==> src/rtl/pe_pkg.sv <==
// Shared types and constants for the systolic array readout path.
package pe_pkg;

  localparam int unsigned ACC_W = 32;
  localparam int Q8_MAX = 127;
  localparam int Q8_MIN = -128;

  typedef enum logic {
    IDLE  = 1'b0,
    DRAIN = 1'b1
  } drain_state_t;

endpackage

==> src/rtl/pe_requant.sv <==
// Combinational requantizer: arithmetic right shift by SHIFT, then saturate
// to signed 8-bit range, sign-extended back to the accumulator width.
module pe_requant
  import pe_pkg::*;
#(
  parameter int unsigned SHIFT = 0
) (
  input  logic signed [ACC_W-1:0] din,
  output logic signed [ACC_W-1:0] dout
);

  logic signed [ACC_W-1:0] shifted;

  always_comb begin
    shifted = din >>> SHIFT;
    dout    = shifted;
    if (shifted > Q8_MAX) begin
      dout = Q8_MAX;
    end else if (shifted < Q8_MIN) begin
      dout = Q8_MIN;
    end
  end

endmodule

==> src/rtl/pe_row_drain.sv <==
// Row drain: captures N PE accumulators in parallel and streams them out
// one word per beat with row/column tags. PE_DRAIN_SAT_EN enables requantize.
module pe_row_drain
  import pe_pkg::*;
#(
  parameter int unsigned N     = 4,
  parameter int unsigned ROWS  = 4,
  parameter int unsigned SHIFT = 0
) (
  input  logic                                      clk,
  input  logic                                      rst,
  input  logic                                      cap_valid,
  output logic                                      cap_ready,
  input  logic [N*ACC_W-1:0]                        cap_data,
  output logic                                      m_valid,
  input  logic                                      m_ready,
  output logic [ACC_W-1:0]                          m_data,
  output logic [$clog2(N)-1:0]                      m_col,
  output logic [((ROWS > 1) ? $clog2(ROWS) : 1)-1:0] m_row,
  output logic                                      m_row_last,
  output logic                                      m_last
);

  localparam int unsigned COL_W = $clog2(N);
  localparam int unsigned ROW_W = (ROWS > 1) ? $clog2(ROWS) : 1;
  localparam logic [COL_W-1:0] COL_LAST = COL_W'(N - 1);
  localparam logic [ROW_W-1:0] ROW_LAST = ROW_W'(ROWS - 1);

  if (N < 2 || ROWS < 1 || SHIFT > 31) begin : g_bad_cfg
    $error("pe_row_drain: unsupported N/ROWS/SHIFT configuration");
  end

  drain_state_t             state;
  logic [N*ACC_W-1:0]       row_buf;
  logic [COL_W-1:0]         col;
  logic [ROW_W-1:0]         row;
  logic                     draining;
  logic [ACC_W-1:0]         word_raw;
  logic [ACC_W-1:0]         word_post;

  // Capture / beat sequencing; buffer is cleared so reset leaves no stale data.
  always_ff @(posedge clk) begin
    if (rst) begin
      state   <= IDLE;
      row_buf <= '0;
      col     <= '0;
      row     <= '0;
    end else begin
      case (state)
        IDLE: begin
          if (cap_valid) begin
            row_buf <= cap_data;
            col     <= '0;
            state   <= DRAIN;
          end
        end
        DRAIN: begin
          if (m_ready) begin
            if (col == COL_LAST) begin
              col   <= '0;
              state <= IDLE;
              row   <= (row == ROW_LAST) ? '0 : row + 1'b1;
            end else begin
              col <= col + 1'b1;
            end
          end
        end
        default: state <= IDLE;
      endcase
    end
  end

  assign draining = (state == DRAIN);
  assign word_raw = row_buf[ACC_W*int'(col) +: ACC_W];

`ifdef PE_DRAIN_SAT_EN
  pe_requant #(
    .SHIFT(SHIFT)
  ) u_requant (
    .din (word_raw),
    .dout(word_post)
  );
`else
  assign word_post = word_raw;
`endif

  // All outputs decode registered state only; no path from m_ready/cap_valid.
  assign cap_ready  = !draining;
  assign m_valid    = draining;
  assign m_data     = draining ? word_post : '0;
  assign m_col      = col;
  assign m_row      = row;
  assign m_row_last = draining && (col == COL_LAST);
  assign m_last     = m_row_last && (row == ROW_LAST);

endmodule
==> config.mk <==
export PLATFORM = sky130hd
export DESIGN_NAME = pe_row_drain
export DESIGN_NICKNAME = d
export VERILOG_FILES = /design/src/rtl/pe_pkg.sv /design/src/rtl/pe_requant.sv /design/src/rtl/pe_row_drain.sv
export SDC_FILE = /design/constraint.sdc
export NUM_CORES = 1
export LEC_CHECK = 0
export ABC_AREA = 1
export CORE_MARGIN = 4
export CORE_UTILIZATION = 30
export DETAILED_ROUTE_END_ITERATION = 12
export GPL_TIMING_DRIVEN = 0
export PLACE_DENSITY_LB_ADDON = 0.12
export REMOVE_ABC_BUFFERS = 1
export SLEW_MARGIN = 20
export SYNTH_ARGS = -nofsm -noshare
export SYNTH_HDL_FRONTEND = slang
export SYNTH_SLANG_ARGS = --single-unit
==> constraint.sdc <==
create_clock -name clk -period 1.58 [get_ports clk]
set_input_delay 0.316 -clock clk [delete_from_list [all_inputs] [get_ports clk]]
set_output_delay 0.316 -clock clk [all_outputs]
set_load 0.02 [all_outputs]
Word-level counts from Yosys, hierarchy flattened

Index checks and enable logic that the tools add are counted.

Register bits: 133

Shift operators: 1
Bitwise gates (word level): 1
Mux-type cells: 10
Reduce and logical (&&, ||, !) cells: 6
Equality and inequality tests: 4
$add $sub $neg: 2

Operators by type and width:

| kind                                         | count |
|---|---|
| variable part select 128 x 8 -> 32 bit       | 1 |
| two-way mux 32 bit                           | 1 |
| two-way mux 2 bit                            | 4 |
| adder 2 x 1 -> 2 bit, second input constant  | 2 |
| equality test 2 bit, second input constant   | 2 |
| inequality test 2 bit, second input constant | 2 |
| case mux 2 bit (2 select lines)              | 1 |
| AND reduction 2 bit                          | 2 |
| two-way mux 1 bit                            | 3 |
| AND reduction 3 bit                          | 1 |
| logical AND 1 bit                            | 2 |
| case mux 1 bit (2 select lines)              | 1 |
| logical NOT 1 bit                            | 1 |
| inverter 1 bit                               | 1 |

Depth between registers and ports, before layout

Gate-level depths: netlist of the first run.

Word-level depth: 4
Depth in mapped cells: 6
Gate-level depth less buffers: 5

Worst setup path after synthesis of the first run

OpenSTA, ideal clock, no wires.

Path kind: register to output
Start: reg col[1], in the netlist m_col[1]
End: out m_data[22]
Slack: -0.156 ns
Arrival: 1.420 ns
Cell stages (with the launch flop): 5
Path buffers: 2
Cell sequence: dfxtp_1 > clkbuf_1 > clkbuf_1 > nand3_1 > a21oi_1

Cells in the longest elaborated chain, start to end: 2

RTL lines:

| item                                   | RTL line           | source |
|---|---|---|
| start: declaration                     | pe_row_drain.sv:35 | `logic [COL_W-1:0] col;` |
| start signal: assignment               | pe_row_drain.sv:64 | `col <= col + 1'b1;` |
| variable part select 128 x 8 -> 32 bit | pe_row_drain.sv:74 | `assign word_raw = row_buf[ACC_W*int'(col) +: ACC_W];` |
| two-way mux 32 bit                     | pe_row_drain.sv:90 | `assign m_data = draining ? word_post : '0;` |
| end: declaration                       | pe_row_drain.sv:17 | `output logic [ACC_W-1:0] m_data,` |

No other way between the ends.

Final worst setup path of the first run

Start: reg col[0], in the netlist m_col[0]
End: out m_data[22]

The elaborated chain is that of the path after synthesis.

==> metrics, run 1 <==
outcome finished with violations; failing checks negative setup slack; clock-pin transition on the worst setup and hold timing paths 0.06 ns; GR Overflow Total 0; Clk Latency, worst-skew pair 0.42 ns; Rows 50; CP max stage delay 0.38 ns; Distinct cells, synth 16; Setup WS post-layout -0.3510 ns; overall routed net length 22970 µm; max_cap viols 0; critical path cell sequence buf_12 -> inv_8 -> buf_16 -> nand2_1 -> nand3_1 -> a21oi_2 -> buf_6; Antenna Nets Post-Route 0; Syn Area/Cell 7.041 µm²; vias in the first global route 5738; switching pwr 2602 µW; R2R Path Start m_valid; Die Y 148.2 µm; global-route wire length before repair 33740 µm; pin count of the biggest net entering global routing 70; hpwl dp 10430 µm; final period utilization 122.2%; P_int 7275 µW; worst clock skew 0.005707 ns; number of flops mapped to enable cells by yosys 0; net switching share of the total power 26.34%; ratio of cells with drive above 1 in the final layout 23.67%; die area 21950 µm²; synthesized flop and latch total 133; clock network fraction of total power 43.1%; Synth Instances 837; Max VDD drop 0.0007110 V; Worst setup SP type register; CTS max path bufs 2; static leakage 0.004013 µW; Layout Utilization 51.74%; area delta synth->final 66.99%; Core ar. 19020 µm²; WS Path Type reg2out; Hold Crit Start rst; Worst-Margin Slew 0.4984 ns; Worst Hold Path Cells 2; combinational power share 19.7%; Die X-Extent 148.2 µm; Flop pwr share 37.2%; CP required 1.26 ns; P per Cell Area 1004 nW/µm²; slowest cell on the critical path dfxtp_4; Reg-to-Reg End row_buf[42]; setup tns final -10.72 ns; Final min period 1.931 ns; WHS Endpoint m_row[0]; via count 6140; worst r2r path cells 8; worst hold path type in2reg; R2R setup slack 0.07 ns; Ys Warns 0; Detailed Route Iter0 Violations 257; average wire per standard cell 17.79 µm; Crit Path Max Fanout 6; Data arrival, critical path 1.61 ns; GPL Wtd Cong 0.6994; Critical Path Sink Type output pin; Async SR Flop Fraction 0%; FMAX 517.9 MHz; DR DRC count 0; Crit path buffers/inverters 4; RSZ-0062 raised after global routing true; TritonCTS buffer count 17; CTS tree done; count of port buffers added during placement 171; Starting Density 30.99%; Layout Nets 1153; Sink Count 133; Max-slew headroom 66.72%; Global Route Usage Sum 20.15%; Slew Viols, Final 0; Top delay family on crit path buffers and inverters; cts hold-fix bufs 0; Seq/Total Area, Yosys 45.18%; Crit path depth 7; Ports 172; Final setup viols 34; Ant. Diodes 0; initial antenna violation count 0; clk root buf clkbuf_16; DR vias/cell 4.756; DRT Pass-1 Iters 4; Fin. Hold Viols 0; Post-Syn Area 5893 µm²; H-tree depth 4; Top FF cell, synth dfxtp_1
==> cells in the mapped netlist (2+ instances only) <==
cell type	number	area share (%)
o21ai_0	39	3.3
buf_6	11	2.1
inv_2	2	0.13
a21oi_1	164	14
nand2_1	134	8.5
nand3_1	68	5.8
o21ai_1	90	7.6
dfxtp_1	133	45
buf_1	9	0.57
ha_1	2	0.42
clkbuf_1	25	1.6
buf_2	21	1.8
nor2_1	4	0.25
inv_1	133	8.5
==> flip-flops by register name (all words and copies together), names as in the netlist <==
register and flops:
m_row 2, row_buf 128, m_valid 1, m_col 2
==> repair_timing <==
action,4_1_cts,5_1_grt
setup endpoints to repair,170,99
gates resized for setup,300,96
cloned,22,3
buffers inserted,23,3
pin swaps,25,19
==> metrics by stage <==
| stage | std cells | total power [µW] | instance area (µm²) | hold WS, ns | setup WS [ns] |
|---|---|---|---|---|---|
| 2_1_floorplan | 771 | 4494 | 5537 | 0.3851 | -2.030 |
| 3_3_place_gp | 1202 | 5149 | 7574 | 0.4400 | -4.959 |
| 3_5_place_dp | 1209 | 5169 | 7765 | 0.4413 | -1.012 |
| 4_1_cts | 1285 | 9840 | 9408 | 0.4527 | -0.3723 |
| 5_1_grt | 1291 | 10320 | 9841 | 0.3764 | -0.4177 |
| 6_report | 1291 | 9877 | 9841 | 0.3866 | -0.3510 |
==> worst max-delay path by stage <==
stage / endpoint / slack, ns / from
after CTS: m_data[13] / -0.37 / m_col[0]
after detailed placement: m_data[21] / -1.01 / m_col[0]
after global placement: m_data[29] / -4.96 / m_col[0]
final: m_data[22] / -0.35 / m_col[0]
after global routing: m_data[10] / -0.42 / m_col[0]
after floorplan: m_data[25] / -2.03 / m_col[0]
==> cells in the final DEF, fill, tap and decap left out, drive strengths merged, types with 5 or more instances in the layout <==
cell / n
a21oi: 164
inv: 139
nand2: 136
dfxtp: 133
clkdlybuf4s50: 130
o21ai: 129
buf: 84
nand3: 68
clkbuf: 22
bufinv: 5
clkinv: 5
==> power by group through the flow <==
stage	logic, µW	clock network [µW]	registers [µW]
2_1_floorplan	734	0	3760
3_3_place_gp	1370	0	3780
3_5_place_dp	1410	0	3760
4_1_cts	1810	4360	3670
5_1_grt	2120	4510	3690
6_report	1940	4260	3670
==> metal layers <==
layer / track usage (%) / vias up / part of all wire [%] / wire (µm)
met5: 0 / - / 0 / 0
met4: 6.420 / 0 / 2.0 / 452
met3: 5.484 / 31 / 6.5 / 1501
met2: 30.81 / 161 / 45 / 10310
met1: 27.69 / 2858 / 47 / 10710
li1: - / 3090 / - / -
==> worst register-to-register path, cell delays in order (launching register included) <==
cell,delay (ns)
dfxtp_4,0.37
buf_12,0.17
clkinv_8,0.12
nand2_8,0.13
buf_16,0.16
buf_4,0.16
buf_16,0.16
o21ai_1,0.07
a21oi_1,0.11
==> final cells by class <==
cell class,count,area [µm²]
clock inverter,11,175.2
clock buffer,20,456.7
multi-input combinational,504,2874
fill,1933,9178
timing repair buffer,223,2698
sequential,133,2674
tap,260,325.3
timing repair inverter,5,56.30
inverter,135,581.8
==> logic make-up after synthesis <==
family                   after synthesis  share of synthesized area, %
flip-flops                           133                         45.18
adder cells (fa/ha/maj)                2                        0.4246
buffers and inverters                201                         14.65
AO/OA/AOI/OAI                        293                         24.88
AND/OR/NAND/NOR                      208                         14.86
Power figures use the tool's default switching activity.
==> inputs of run 2 (changes only) <==
Settings changed: TNS_END_PERCENT set to 5.
==> run 2 against run 1 <==
The flow still finishes with violations (negative setup slack). Via count decreased by 4.0%. Die area unchanged. Hold slack improved by 0.063 ns. Sequential share of layout area increased by 1.4 points. Cell area decreased by 4.9%. Total power decreased by 2.3%. Worst setup slack got worse by 0.0098 ns.
==> metrics, run 2 (synthesis results as in run 1) <==
Detailed Route Iter0 Violations 233; worst clock skew 0.006814 ns; DP Area 7765 µm²; via count 5892; commonest non-fill, non-tap cell in the layout a21oi_1; Critical Path Sink Type output pin; Ant. Diodes 0; initial antenna violation count 0; DR vias/cell 4.647; Pwr Total 9649 µW; vias in the first global route 5604; die area 21950 µm²; Ports 172; clock-pin transition on the worst setup and hold timing paths 0.06 ns; R2R Path Start m_valid; Layout Nets 1130; TritonCTS buffer count 17; WS Path Type reg2out; R2R setup slack -0.11 ns; Layout Utilization 49.21%; Setup WS post-layout -0.3608 ns; worst hold path type reg2reg; Reg-to-Reg End row_buf[127]; CTS max path bufs 2; filler cell count 1964; Starting Density 30.99%; FMAX 515.3 MHz; Crit Path Max Fanout 6; Worst-Margin Slew 0.4405 ns; DR DRC count 0; CTS tree done; Final setup viols 80; commonest cells after routing, fill and taps aside a21oi_1 (140), inv_1 (131), clkdlybuf4s50_1 (131), dfxtp_1 (130), nand2_1 (105); Hold Crit Start row_buf[106]; cts hold-fix bufs 0; Die Y 148.2 µm; GR Overflow Total 0; met2 Track Usage GR 28.93%; area delta synth->final 58.81%; count of port buffers added during placement 171; CP required 1.26 ns; Die X-Extent 148.2 µm; Top delay family on crit path buffers and inverters; FF/Latch Area 2674 µm²; clk root buf clkbuf_16; static leakage 0.003796 µW; Fin. Hold Viols 0; slowest cell on the critical path dfxtp_4; critical path cell sequence buf_12 -> inv_8 -> buf_16 -> nand2_1 -> nand3_1 -> a21oi_2 -> buf_6; max_cap viols 0; Max-slew headroom 70.64%; Sink Count 133; final period utilization 122.8%; Setup Slack @ Placement -1.012 ns; multi-input logic area 2734 µm²; DRT Pass-1 Iters 4; global-route wire length before repair 31950 µm; Data arrival, critical path 1.62 ns; most used routing layer met2; Core ar. 19020 µm²; WHS Endpoint row_buf[106]; Rows 50; worst hold margin 0.4499 ns; Largest Register row_buf; GRT met1 Usage 25.62%; RSZ-0062 raised after global routing true; outcome finished with violations; Max VDD drop 0.0007185 V; Global Route met3 Usage 5.728%; Post-Layout Inst Area 9359 µm²; overall routed net length 20590 µm; pin count of the biggest net entering global routing 70; failing checks negative setup slack; Worst setup SP type register; H-tree depth 4; Slew Viols, Final 0; Antenna Nets Post-Route 0; GPL Wtd Cong 0.6994; Worst Hold Path Cells 2; Clk Latency, worst-skew pair 0.41 ns; ratio of cells with drive above 1 in the final layout 19.35%; average wire per standard cell 16.24 µm; Global Route Usage Sum 18.76%; number of flip-flops under the largest register name 128; hpwl dp 10430 µm; Final min period 1.941 ns; worst r2r path cells 6; CP max stage delay 0.38 ns; Crit path buffers/inverters 4; P per Cell Area 1031 nW/µm²
run 2: cell count changes in the layout (fill, tap and decap cells not counted), moves of 3 or more:
cell / delta
buf_16: -3
nand3_1: +11
a21oi_2: -4
nand2_2: -3
nand2_1: +8
buf_6: -10
nand2_4: -6
buf_8: +3
buf_4: -5
a21oi_1: +4
nand3_2: -10
run 2: cell type report:
| cell class | instances | share of cell area [%] |
|---|---|---|
| well taps | 260 | 3.476 |
| repair buffers | 205 | 25.88 |
| inverters | 135 | 5.989 |
| flip-flops and latches | 133 | 28.57 |
| repair inverters | 1 | 0.1203 |
| multi-input cells | 503 | 29.21 |
| clock buffers | 20 | 4.880 |
| clock inverters | 11 | 1.872 |
run 2: worst max path at each step:
| stage | start | to | depth (start not counted) |
|---|---|---|---|
| after floorplan | m_col[0] | m_data[25] | 4 |
| after global placement | m_col[0] | m_data[29] | 5 |
| after detailed placement | m_col[0] | m_data[21] | 7 |
| after CTS | m_col[0] | m_data[13] | 7 |
| after global routing | m_col[0] | m_data[26] | 7 |
| final | m_col[0] | m_data[22] | 7 |
run 2: what timing repair did:
action                                  CTS  global route
endpoints found under the setup margin  170           161
gates resized for setup                 276            66
setup buffers                            13             0
cloned                                   15             0
pin swaps                                24            11
run 2: stage by stage:
step           instances  setup TNS, ns
6_report            1268         -12.48
5_1_grt             1268         -21.89
4_1_cts             1268         -21.62
3_5_place_dp        1209        -119.54
3_3_place_gp        1202        -425.21
2_1_floorplan        771        -188.80
run 2: per-layer routing:
layer | wire length, µm | vias up
li1 | - | 3037
met1 | 9715 | 2701
met2 | 9343 | 140
met3 | 1347 | 14
met4 | 183 | 0
met5 | 0 | -
run 2: power by group:
| group | internal [µW] | switching [µW] | total [µW] | leakage [µW] |
|---|---|---|---|---|
| clock network | 2730 | 1520 | 4240 | 0.000303 |
| registers | 3610 | 67.1 | 3680 | 0.00110 |
| logic | 830 | 900 | 1730 | 0.00239 |
| total | 7170 | 2480 | 9650 | 0.00380 |
run 2: worst register-to-register path, cell delays in order, from the launching register on:
cell,delay [ns]
dfxtp_4,0.40
inv_16,0.20
nand2_8,0.18
buf_16,0.23
buf_16,0.21
o21ai_0,0.28
a21oi_1,0.06
==> inputs of run 3 (changes only) <==
Settings changed: HOLD_SLACK_MARGIN set to 0.02.
==> results of run 3 <==
No change in the layout: final DEF, timing and power equal those of run 2.
